$ cat src/rtl/uart_rx_buffer.sv
// 8N1 UART receiver with a one-entry receive buffer.
// rx is synchronised with two flops. Each bit is sampled at its mid-point,
// measured from the detected start edge. The received byte is held until the
// consumer pulses read. A dropped byte raises the sticky overrun flag, and a
// low stop bit produces a one-cycle frame_error pulse.
module uart_rx_buffer #(
    parameter int unsigned CLKS_PER_BIT = 868,
    parameter int unsigned HALF_BIT     = CLKS_PER_BIT / 2
) (
    input  logic       clk,
    input  logic       reset,
    input  logic       rx,
    input  logic       read,
    output logic [7:0] data,
    output logic       data_valid,
    output logic       overrun,
    output logic       frame_error,
    output logic       busy
);

    localparam int unsigned     CntW        = $clog2(CLKS_PER_BIT);
    localparam logic [CntW-1:0] CntBitLast  = CntW'(CLKS_PER_BIT - 1);
    localparam logic [CntW-1:0] CntHalfLast = CntW'(HALF_BIT - 1);

    typedef enum logic [2:0] {
        StIdle,
        StStart,
        StData,
        StStop,
        StWaitIdle
    } state_e;

    state_e          state_q, state_d;
    logic [CntW-1:0] cnt_q, cnt_d;
    logic [2:0]      bit_idx_q, bit_idx_d;
    logic [7:0]      shift_q, shift_d;
    logic            rx_meta, rx_s;

    logic [7:0]      data_q, data_d;
    logic            valid_q, valid_d;
    logic            ovr_q, ovr_d;
    logic            fe_q, fe_d;
    logic            deliver;

    // Two-flop synchroniser; it resets to the idle line level so that reset
    // cannot look like a start edge.
    always_ff @(posedge clk or negedge reset) begin
        if (!reset) begin
            rx_meta <= 1'b1;
            rx_s    <= 1'b1;
        end else begin
            rx_meta <= rx;
            rx_s    <= rx_meta;
        end
    end

    // Receiver state, bit timing and shift register.
    always_ff @(posedge clk or negedge reset) begin
        if (!reset) begin
            state_q   <= StIdle;
            cnt_q     <= '0;
            bit_idx_q <= '0;
            shift_q   <= '0;
        end else begin
            state_q   <= state_d;
            cnt_q     <= cnt_d;
            bit_idx_q <= bit_idx_d;
            shift_q   <= shift_d;
        end
    end

    // Frame decoding. The counter restarts at every state change and at
    // every data-bit boundary.
    always_comb begin
        state_d   = state_q;
        cnt_d     = cnt_q + 1'b1;
        bit_idx_d = bit_idx_q;
        shift_d   = shift_q;
        deliver   = 1'b0;
        fe_d      = 1'b0;
        unique case (state_q)
            StIdle: begin
                cnt_d = '0;
                if (!rx_s) begin
                    state_d = StStart;
                end
            end
            StStart: begin
                if (cnt_q == CntHalfLast) begin
                    cnt_d = '0;
                    if (rx_s) begin
                        // A line that is high again at mid-start is a glitch.
                        state_d = StIdle;
                    end else begin
                        state_d   = StData;
                        bit_idx_d = '0;
                    end
                end
            end
            StData: begin
                if (cnt_q == CntBitLast) begin
                    cnt_d            = '0;
                    shift_d[bit_idx_q] = rx_s;
                    bit_idx_d        = bit_idx_q + 1'b1;
                    if (bit_idx_q == 3'd7) begin
                        state_d = StStop;
                    end
                end
            end
            StStop: begin
                if (cnt_q == CntBitLast) begin
                    cnt_d = '0;
                    if (rx_s) begin
                        deliver = 1'b1;
                        state_d = StIdle;
                    end else begin
                        fe_d    = 1'b1;
                        state_d = StWaitIdle;
                    end
                end
            end
            StWaitIdle: begin
                // A held-low break must not decode as repeated 0x00 frames.
                cnt_d = '0;
                if (rx_s) begin
                    state_d = StIdle;
                end
            end
            default: begin
                state_d = StIdle;
                cnt_d   = '0;
            end
        endcase
    end

    // Receive buffer and status flags.
    always_ff @(posedge clk or negedge reset) begin
        if (!reset) begin
            data_q  <= '0;
            valid_q <= 1'b0;
            ovr_q   <= 1'b0;
            fe_q    <= 1'b0;
        end else begin
            data_q  <= data_d;
            valid_q <= valid_d;
            ovr_q   <= ovr_d;
            fe_q    <= fe_d;
        end
    end

    // Buffer rules. A read that coincides with a delivery frees the slot for
    // the new byte.
    always_comb begin
        data_d  = data_q;
        valid_d = valid_q;
        ovr_d   = ovr_q;
        if (deliver) begin
            if (!valid_q || read) begin
                data_d  = shift_q;
                valid_d = 1'b1;
                ovr_d   = 1'b0;
            end else begin
                ovr_d = 1'b1;
            end
        end else if (read && valid_q) begin
            valid_d = 1'b0;
            ovr_d   = 1'b0;
        end
    end

    assign data        = data_q;
    assign data_valid  = valid_q;
    assign overrun     = ovr_q;
    assign frame_error = fe_q;
    assign busy        = (state_q != StIdle);

endmodule

$ cat config.mk
export PLATFORM = sky130hd
export DESIGN_NAME = uart_rx_buffer
export DESIGN_NICKNAME = d
export VERILOG_FILES = /design/src/rtl/uart_rx_buffer.sv
export SDC_FILE = /design/constraint.sdc
export NUM_CORES = 1
export LEC_CHECK = 0
export ABC_CLOCK_PERIOD_IN_PS = 2400
export BUFFER_PORTS_ARGS = -buffer_cell sky130_fd_sc_hd__buf_2
export CAP_MARGIN = 20
export CORE_AREA = 5 5 77 79
export DETAILED_ROUTE_END_ITERATION = 12
export DIE_AREA = 0 0 82 84
export PLACE_DENSITY_LB_ADDON = 0.05
export SLEW_MARGIN = 20
export SYNTH_ARGS = -nofsm -noshare
export SYNTH_HDL_FRONTEND = slang
export SYNTH_SLANG_ARGS = --single-unit
$ cat constraint.sdc
create_clock -name clk -period 2.4 [get_ports clk]
set_input_delay 0.48 -clock clk [delete_from_list [all_inputs] [get_ports clk]]
set_output_delay 0.48 -clock clk [all_outputs]
set_load 0.03 [all_outputs]
==> qor.yml <==
status: "complete, no violations"
detail-route-antenna-nets: 0
drc: 0
drt_pass1_iterations: 4
max-cap-violations: 0
synth_compound_area_share_pct: 3.91
ctsResizeCount: 0
p_per_area_mw_per_mm2: 632
rsz0062_at_grt: "no"
fp.coreArea_mm2: 0.00527
setup_viol: 0
max_freq_ghz: 0.449
io_pins: 16
antenna_found_initial: 0
synth_cells: 142
drive_above_1_share_pct: 32.3
mostFrequentLayoutCells: "dfrtp_1 (35), nor2_1 (16), buf_2 (15), mux2_2 (10)"
ys_seq_area_share_pct: 53.7
cts-buffers-inserted: 5
maxSlewViolCount: 0
path_class: "flop to flop"
crit_required_ns: 2.58
avgSynthCellArea_um2: 12.2
syn_area_mm2: 0.00173
synth_fa_ha_area_share_pct: 2.90
synthFlopType: "dfrtp_1"
irDropWorstVdd_mv: 0.264
synthMuxAreaShare_pct: 14.0
start_util_pct: 32.8
synthSimpleGateAreaFrac_pct: 19.0
htreeDepth: 2
grt_util_met3_pct: 3.89
grt_pass1_wl_um: 5620
clk_path_buf_depth: 2
die_w_um: 82
final_common_cell: "dfrtp_1"
cts.sink_count: 37
power_leakage_nw: 0.988
ys_warn_count: 0
grt_pass1_vias: 1115
synth_edf_count: 0
synth_top_family_by_area: "simple AND/OR/NAND/NOR gates"
clockRootBuffer: "clkbuf_8"
num-nets-final: 174
drtIter0Drc: 30
via_per_inst: 4.75
arrival_ns: 2.41
end_kind: "flop"
place_inst: 231
placementRows: 27
grtUsageMet2_pct: 13.8
chipHeight_um: 84
hold_buffers: 0
grt.busiest_layer: "met1"
finalCritPeriodShare_pct: 92.8
routed_wl_um: 3320
r2r_slack_ns: 0.17
area_delta_synth_final_pct: 18.9
r2r-start: "state_q[2]$_DFFE_PN0P_"
path_max_fanout: 11
port-buffer-count: 15
async_flop_share_pct: 100
met1_usage_pct: 16.3
hp-class: "input port to async pin"
cts_tree: "yes"
syn_nets: 150
path_clk_slew_ns: 0.08
gp_congestion: 0.812
rr_endpoint: "shift_q[4]$_DFFE_PN0P_"
grt_max_degree: 38
grt_usage_pct: 11.0
worstSkewPairLatency_ns: 0.29
synthXorXnorAreaFrac_pct: 4.06
gr-total-overflow: 0
clock_skew_ns: 0.00951
yosys_register_bits: 37
fin_setup_tns_ns: 0
post-dp-hpwl_um: 2240
dieArea_mm2: 0.00689
worst_r2r_path_depth: 5
synthDistinctLibCells: 37
timing.final.crit_period_ns: 2.23
post_cts_buffers: 0
diodes: 0
max_slew_margin_pct: 44.3
cp-start-kind: "flop"
worst_slew_pin_slew_ns: 0.835
num_vias: 1135
wl_per_cell_um: 13.9
instances_no_fill: 239
hold_violations: 0
-- flip-flops by register name, indices dropped and copies added (netlist names) --
register     flops
cnt_q           10
bit_idx_q        3
state_q          3
overrun          1
rx_meta          1
shift_q          8
rx_s             1
frame_error      1
data             8
data_valid       1
-- final cells by class --
type / instances / area, um^2
clock inverters: 3 / 65.1
well taps: 72 / 90.1
multi-input cells: 97 / 759
flip-flops and latches: 37 / 928
repair buffers: 23 / 135
fillers: 535 / 3220
clock buffers: 5 / 68.8
inverters: 2 / 7.51
-- how the worst max path moves through the flow --
stage | slack, ns | start | cells after the start | end
2_1_floorplan | 0.13 | cnt_q[3]$_DFF_PN0_ | 6 | data[0]$_DFFE_PN0P_
3_3_place_gp | 0.16 | state_q[2]$_DFFE_PN0P_ | 5 | shift_q[4]$_DFFE_PN0P_
3_5_place_dp | 0.16 | state_q[2]$_DFFE_PN0P_ | 5 | shift_q[4]$_DFFE_PN0P_
4_1_cts | 0.16 | state_q[2]$_DFFE_PN0P_ | 5 | shift_q[4]$_DFFE_PN0P_
5_1_grt | 0.01 | state_q[2]$_DFFE_PN0P_ | 5 | shift_q[4]$_DFFE_PN0P_
6_report | 0.17 | state_q[2]$_DFFE_PN0P_ | 5 | shift_q[4]$_DFFE_PN0P_
-- where the power goes --
part	switching (W)	internal, W
sequential	0.00000442	0.000628
combinational	0.0000182	0.00000415
clock	0.000231	0.000413
total	0.000253	0.00104
-- synthesized netlist by cell type, types with 2 or more instances --
| library cell | count | share of area, % |
|---|---|---|
| nor2_1 | 16 | 3.5 |
| nor3_1 | 3 | 0.87 |
| or3b_2 | 2 | 1.0 |
| nor4bb_1 | 3 | 1.7 |
| nand4_1 | 3 | 1.1 |
| buf_2 | 2 | 0.58 |
| nand3_1 | 7 | 2.0 |
| dfstp_2 | 2 | 3.0 |
| inv_1 | 2 | 0.43 |
| xnor2_1 | 3 | 1.5 |
| a22o_1 | 2 | 1.0 |
| mux2_4 | 8 | 7.0 |
| nand2_1 | 8 | 1.7 |
| dfrtp_1 | 35 | 51 |
| ha_1 | 4 | 2.9 |
| mux2_2 | 10 | 6.5 |
| nand4b_1 | 4 | 2.0 |
| a2bb2oi_1 | 2 | 1.0 |
| clkbuf_1 | 3 | 0.65 |
| o21ai_0 | 2 | 0.58 |
| xor2_1 | 5 | 2.5 |
-- worst max-delay path, cell delays in order, from the launching register on --
cell      delay (ns)
dfrtp_1         0.43
or3b_2          0.53
nor4_1          0.21
buf_4           0.23
nor4bb_1        0.35
mux2_2          0.37
-- logic make-up after synthesis --
group / Yosys count
simple gates: 57
flops: 37
mux: 19
compound gates: 9
xor+xnor: 8
buf+inv: 8
fa+ha+maj: 4
-- through the flow --
step | utilization, % | power (W) | setup WS (ns) | hold slack [ns] | cell area [um^2]
6_report | 39.0 | 0.00130 | 0.172 | 0.287 | 2050
5_1_grt | 39.0 | 0.00135 | 0.0110 | 0.262 | 2050
4_1_cts | 39.0 | 0.00132 | 0.157 | 0.272 | 2050
3_5_place_dp | 36.4 | 0.000668 | 0.163 | 0.348 | 1920
3_3_place_gp | 36.4 | 0.000667 | 0.159 | 0.346 | 1920
2_1_floorplan | - | 0.000649 | 0.131 | 0.184 | 1730
-- per-layer routing --
layer | part of all wire (%) | wire, um | vias up
li1 | - | - | 554
met1 | 52 | 1740 | 554
met2 | 41 | 1350 | 18
met3 | 4.7 | 156 | 9
met4 | 2.4 | 78 | 0
met5 | 0 | 0 | -
No activity file was read; power rests on OpenSTA's default activity.
